### src/rtl/mem_pkg.sv
// Shared types and constants for the data-memory handler and its lane logic.
package mem_pkg;

  localparam int ADDR_W = 12;
  localparam int OFF_W  = 2;

  localparam logic [2:0] F3_B  = 3'b000;
  localparam logic [2:0] F3_H  = 3'b001;
  localparam logic [2:0] F3_W  = 3'b010;
  localparam logic [2:0] F3_BU = 3'b100;
  localparam logic [2:0] F3_HU = 3'b101;

  typedef enum logic [2:0] {
    S_IDLE,
    S_ISSUE,
    S_CAPTURE,
    S_WRITE,
    S_FAULT
  } state_t;

endpackage

### src/rtl/mem_lane_align.sv
// Byte/halfword lane extraction with extension for loads, and lane merge for stores.
module mem_lane_align
  import mem_pkg::*;
(
  input  logic [31:0] rd_word,
  input  logic [31:0] wdata,
  input  logic [1:0]  offset,
  input  logic [2:0]  funct3,
  output logic [31:0] load_data,
  output logic [31:0] merge_data
);

  logic [7:0]  byte_lane;
  logic [15:0] half_lane;

  always_comb begin
    byte_lane = rd_word[8*offset +: 8];
    half_lane = offset[1] ? rd_word[31:16] : rd_word[15:0];
    load_data = '0;
    case (funct3)
      F3_B:    load_data = {{24{byte_lane[7]}}, byte_lane};
      F3_BU:   load_data = {24'h0, byte_lane};
      F3_H:    load_data = {{16{half_lane[15]}}, half_lane};
      F3_HU:   load_data = {16'h0, half_lane};
      default: load_data = rd_word;
    endcase
  end

  always_comb begin
    merge_data = rd_word;
    case (funct3)
      F3_B:    merge_data[8*offset +: 8] = wdata[7:0];
      F3_H:    merge_data[16*offset[1] +: 16] = wdata[15:0];
      default: merge_data = wdata;
    endcase
  end

endmodule

### src/rtl/data_mem_handler.sv
// Load/store front end for a single-port registered-read word RAM; sub-word
// stores are done as read-modify-write, loads are sign/zero-extended.
module data_mem_handler
  import mem_pkg::*;
#(
  parameter int ADDR_W = mem_pkg::ADDR_W,
  parameter int DATA_W = 32
) (
  input  logic              clk,
  input  logic              rst,
  input  logic              read_req,
  input  logic              write_req,
  input  logic [31:0]       addr,
  input  logic [DATA_W-1:0] wdata,
  input  logic [2:0]        funct3,
  output logic [DATA_W-1:0] rdata,
  output logic              done,
  output logic              err,
  output logic              busy,
  output logic [ADDR_W-1:0] ram_addr,
  output logic [DATA_W-1:0] ram_wdata,
  output logic              ram_we,
  input  logic [DATA_W-1:0] ram_rdata
);

  state_t            state, state_nx;
  logic [ADDR_W-1:0] idx_q;
  logic [OFF_W-1:0]  off_q;
  logic [31:0]       wdata_q;
  logic [31:0]       merge_q;
  logic [2:0]        f3_q;
  logic              store_q;

  logic              req;
  logic              legal;
  logic              aligned;
  logic [31:0]       load_val;
  logic [31:0]       merge_val;
  logic              unused_addr_hi;

  assign unused_addr_hi = ^addr[31:OFF_W+ADDR_W];
  assign req            = read_req | write_req;

  always_comb begin
    legal = 1'b0;
    if (write_req)
      legal = (funct3 == F3_B) || (funct3 == F3_H) || (funct3 == F3_W);
    else
      legal = (funct3 == F3_B) || (funct3 == F3_H) || (funct3 == F3_W) ||
              (funct3 == F3_BU) || (funct3 == F3_HU);
    aligned = 1'b1;
    if ((funct3 == F3_H) || (funct3 == F3_HU))
      aligned = ~addr[0];
    else if (funct3 == F3_W)
      aligned = (addr[1:0] == 2'b00);
  end

  always_comb begin
    state_nx = state;
    case (state)
      S_IDLE: begin
        if (req) begin
          if (!legal || !aligned)               state_nx = S_FAULT;
          else if (write_req && funct3 == F3_W) state_nx = S_WRITE;
          else                                  state_nx = S_ISSUE;
        end
      end
      S_ISSUE:   state_nx = S_CAPTURE;
      S_CAPTURE: state_nx = store_q ? S_WRITE : S_IDLE;
      S_WRITE:   state_nx = S_IDLE;
      S_FAULT:   state_nx = S_IDLE;
      default:   state_nx = S_IDLE;
    endcase
  end

  always_ff @(posedge clk or posedge rst) begin
    if (rst) state <= S_IDLE;
    else     state <= state_nx;
  end

  mem_lane_align u_align (
    .rd_word    (ram_rdata),
    .wdata      (wdata_q),
    .offset     (off_q),
    .funct3     (f3_q),
    .load_data  (load_val),
    .merge_data (merge_val)
  );

  always_ff @(posedge clk or posedge rst) begin
    if (rst) begin
      idx_q   <= '0;
      off_q   <= '0;
      wdata_q <= '0;
      merge_q <= '0;
      f3_q    <= '0;
      store_q <= 1'b0;
      rdata   <= '0;
      done    <= 1'b0;
      err     <= 1'b0;
    end else begin
      done <= 1'b0;
      err  <= 1'b0;
      case (state)
        S_IDLE: begin
          if (req) begin
            idx_q   <= addr[OFF_W +: ADDR_W];
            off_q   <= addr[OFF_W-1:0];
            wdata_q <= wdata;
            f3_q    <= funct3;
            store_q <= write_req;
          end
        end
        S_CAPTURE: begin
          if (store_q) begin
            merge_q <= merge_val;
          end else begin
            rdata <= load_val;
            done  <= 1'b1;
          end
        end
        S_WRITE: done <= 1'b1;
        S_FAULT: begin
          done <= 1'b1;
          err  <= 1'b1;
        end
        default: ;
      endcase
    end
  end

  // Word stores skip the merge path, so their data comes straight from the latch.
  assign ram_wdata = (f3_q == F3_W) ? wdata_q : merge_q;
  assign ram_addr  = idx_q;
  assign ram_we    = (state == S_WRITE);
  assign busy      = (state != S_IDLE);

endmodule

### config.mk
export PLATFORM = sky130hd
export DESIGN_NAME = data_mem_handler
export DESIGN_NICKNAME = d
export VERILOG_FILES = /design/src/rtl/mem_pkg.sv /design/src/rtl/mem_lane_align.sv /design/src/rtl/data_mem_handler.sv
export SDC_FILE = /design/constraint.sdc
export NUM_CORES = 1
export LEC_CHECK = 0
export ABC_AREA = 1
export CAP_MARGIN = 0
export CORE_AREA = 2 2 173 175
export DETAILED_ROUTE_END_ITERATION = 8
export DIE_AREA = 0 0 175 177
export PLACE_DENSITY = 0.5
export SYNTH_ARGS = -nofsm -noshare
export SYNTH_HDL_FRONTEND = slang
export SYNTH_SLANG_ARGS = --single-unit
### constraint.sdc
create_clock -name clk -period 3.4 [get_ports clk]
set_input_delay 0.51 -clock clk [delete_from_list [all_inputs] [get_ports clk]]
set_output_delay 0.51 -clock clk [all_outputs]
set_load 0.005 [all_outputs]
==> results by group <==
Clock tree
  – CTS Hold Bufs: 0
  – Gates resized, CTS repair: 0
  – Setup bufs post-CTS: 0
  – Later-pin clock latency in the skew report: 0.42 ns
  – Root Buffer: clkbuf_16
  – Worst-path clk slew: 0.06 ns
  – Clock Path Buffers: 2
  – H-Tree Level Count: 4
  – Clk sink count: 119
  – Clock tree from TritonCTS: built
  – Total CTS buffers: 17

Critical path
  – R2r startpoint: off_q[0]
  – WP data arrival: 2.21 ns
  – Setup CP Type: register to output pin
  – Reg-to-reg endpoint: merge_q[24]
  – Reg2reg path depth: 10
  – Maximum fanout along the worst path: 62
  – Critical path endpoint category: output pin
  – CP startpoint kind: register
  – Worst Path Required: 2.89 ns
  – Flop2flop setup slack: 1.13 ns

STA
  – Worst slew margin: 25.7%
  – Final worst slack: 0.678 ns
  – Fmax: 0.367 GHz
  – Final setup violation count: 0
  – Final hold violation count: 0
  – Final slew viol count: 0
  – Hold_ws: 0.476 ns
  – Worst Max-Slew Pin Slew: 1.11 ns
  – RSZ-0062 raised after global routing: no
  – Period minus WS final: 2.72 ns
  – Tcrit/Tclk final: 80.0%
  – Worst Skew: 0.0136 ns
  – Setup TNS: 0 ns

Synthesis
  – Flops & latches, synth: 119
  – Ys Warns: 0
  – Post-synth EDFFs: 0
  – Sequential area share after synthesis: 41.3%
  – Synth top area cells: dfrtp_1, nand2_1, inv_1
  – Top cell type's share of synthesized area: 41.3%
  – Cell with the most instances after synthesis: nand2_1
  – Synth area leader: dfrtp_1
  – Syn_nets: 1219
  – Synth top cells by count: nand2_1, inv_1, nor2_1, dfrtp_1, o21ai_0
  – Netlist cell types: 31
  – Avg Synthesized Cell Area: 6.50 um^2
  – Ys flop type: dfrtp_1
  – Area of the mapped netlist: 7220 um^2
  – Post-Synthesis Cells: 1111
  – Fraction of registers with async set/reset: 100%

Place
  – Port bufs: 164
  – Dpl hpwl: 18400 um
  – Gp weighted congestion: 0.839
  – Place WS: 1.09 ns

Power and ir drop
  – Clock power share: 20.3%
  – Leak Pwr: 4.93 nW
  – P_int: 5.54 mW
  – Switch Pwr: 4.18 mW
  – PwrDens: 985 nW/um^2
  – Max IR drop VDD: 0.402 mV
  – Sw Share: 43.0%
  – Sequential share of power: 25.5%
  – Combinational power share: 54.1%

GRT
  – GR Overflow Total: 0
  – Total GRT Usage: 16.6%
  – Global-route wire length before repair: 39500 um
  – Vias in the first global route: 7124
  – Largest net degree at the start of global routing: 63
  – Antenna violations before repair: 0

Floorplan
  – # IOs: 183
  – Core area: 29200 um^2
  – DIE HEIGHT: 177 um
  – Die Span X: 175 um
  – Initial core utilization: 24.7%
  – Core Rows: 63
  – Die ar.: 31000 um^2

Route
  – Via density per instance: 4.40
  – DRC: 0
  – Post-DRT Antenna Nets: 0
  – Initial DRC Count: 534
  – Drt wl/cell: 15.2 um
  – Via count: 7299
  – DRT Wirelength: 25200 um
  – 1st-pass router iterations: 5

Worst hold path
  – Worst Hold End: rdata[13]
  – Hold WC Path Type: register to register
  – HP Start: rdata[13]
  – Hold depth: 2

Layout
  – Number of nets in the layout: 1362
  – Core Util, Final: 33.8%
  – Area grow syn2layout: 36.8%
  – Fillcell total: 3195
  – Antenna diodes: 0
  – Share of cells above drive strength 1: 5.76%

Run
  – Max cap viols: 0

Run status
  – Status: completed
## routing by layer
metal / vias up / wire length [um] / track usage, %
met5: - / 0 / 0
li1: 3692 / - / -
met1: 3334 / 11100 / 21.2
met3: 34 / 1960 / 4.60
met2: 239 / 11600 / 26.9
met4: 0 / 597 / 5.73
## critical path: stages (launching register included)
cell	delay (ns)
dfrtp_1	0.45
inv_1	0.12
nand3_2	0.13
buf_12	0.21
o21ai_0	0.29
clkdlybuf4s50_1	0.56
## how the worst max path moves through the flow
stage	from	endpoint	slack (ns)	cells after the start
final	f3_q[2]	ram_wdata[5]	0.68	5
after global placement	f3_q[2]	ram_wdata[5]	1.11	5
after floorplan	rst	done	1.43	1
after detailed placement	f3_q[2]	ram_wdata[5]	1.09	5
after CTS	f3_q[2]	ram_wdata[5]	0.64	5
after global routing	f3_q[2]	ram_wdata[1]	0.58	5
## cell families after synthesis
| group | count (synthesis) | synth area share [%] |
|---|---|---|
| simple gates | 651 | 36.7 |
| buf+inv | 189 | 10.9 |
| compound gates | 147 | 10.3 |
| flops | 119 | 41.3 |
| fa+ha+maj | 5 | 0.867 |
## cells in the final DEF (no fill, tap or decap), drive strengths merged
cell type,Yosys,final
nor3,2,2
clkinv,1,6
clkinvlp,0,3
dfrtp,119,119
o21bai,1,1
clkdlybuf4s50,0,164
inv,134,133
nand3,66,66
o21ai,93,93
a31oi,1,1
ha,5,5
or3,1,1
nand2,433,433
nand4,7,7
or2,16,16
nor2,125,125
clkbuf,13,21
buf,41,14
a21oi,51,51
nand3b,1,1
o211ai,1,1
bufinv,0,4
## per-stage QoR
step | power, mW | instances | instance area (um^2)
after floorplan | 5.54 | 1111 | 7220
after global placement | 7.78 | 1625 | 9230
after detailed placement | 7.80 | 1625 | 9230
after CTS | 9.85 | 1657 | 9870
after global routing | 10.6 | 1657 | 9870
final | 9.72 | 1657 | 9870
## sequential cells by signal, summed over array words and instances, names as in the netlist, 2 cells and up
register,flops
merge_q,32
rdata,32
wdata_q,32
ram_addr,12
f3_q,3
state,3
off_q,2
## power by group through the flow
| stage | Clock (mW) | Combinational, mW | Sequential [mW] |
|---|---|---|---|
| after floorplan | 0 | 3.09 | 2.45 |
| after global routing | 2.09 | 5.97 | 2.57 |
| final | 1.98 | 5.26 | 2.48 |
| after global placement | 0 | 5.29 | 2.49 |
| after detailed placement | 0 | 5.30 | 2.50 |
| after CTS | 2.03 | 5.34 | 2.49 |
## cell type report
class | instances | area (um^2) | area share, %
Inverter | 135 | 513 | 5.20
Timing Repair Buffer | 178 | 1800 | 18.2
Clock inverter | 11 | 171 | 1.74
Sequential cell | 119 | 2980 | 30.2
Tap cell | 390 | 488 | 4.94
Multi-Input combinational cell | 803 | 3460 | 35.0
Clock buffer | 21 | 470 | 4.76
Power figures use the tool's default switching activity.
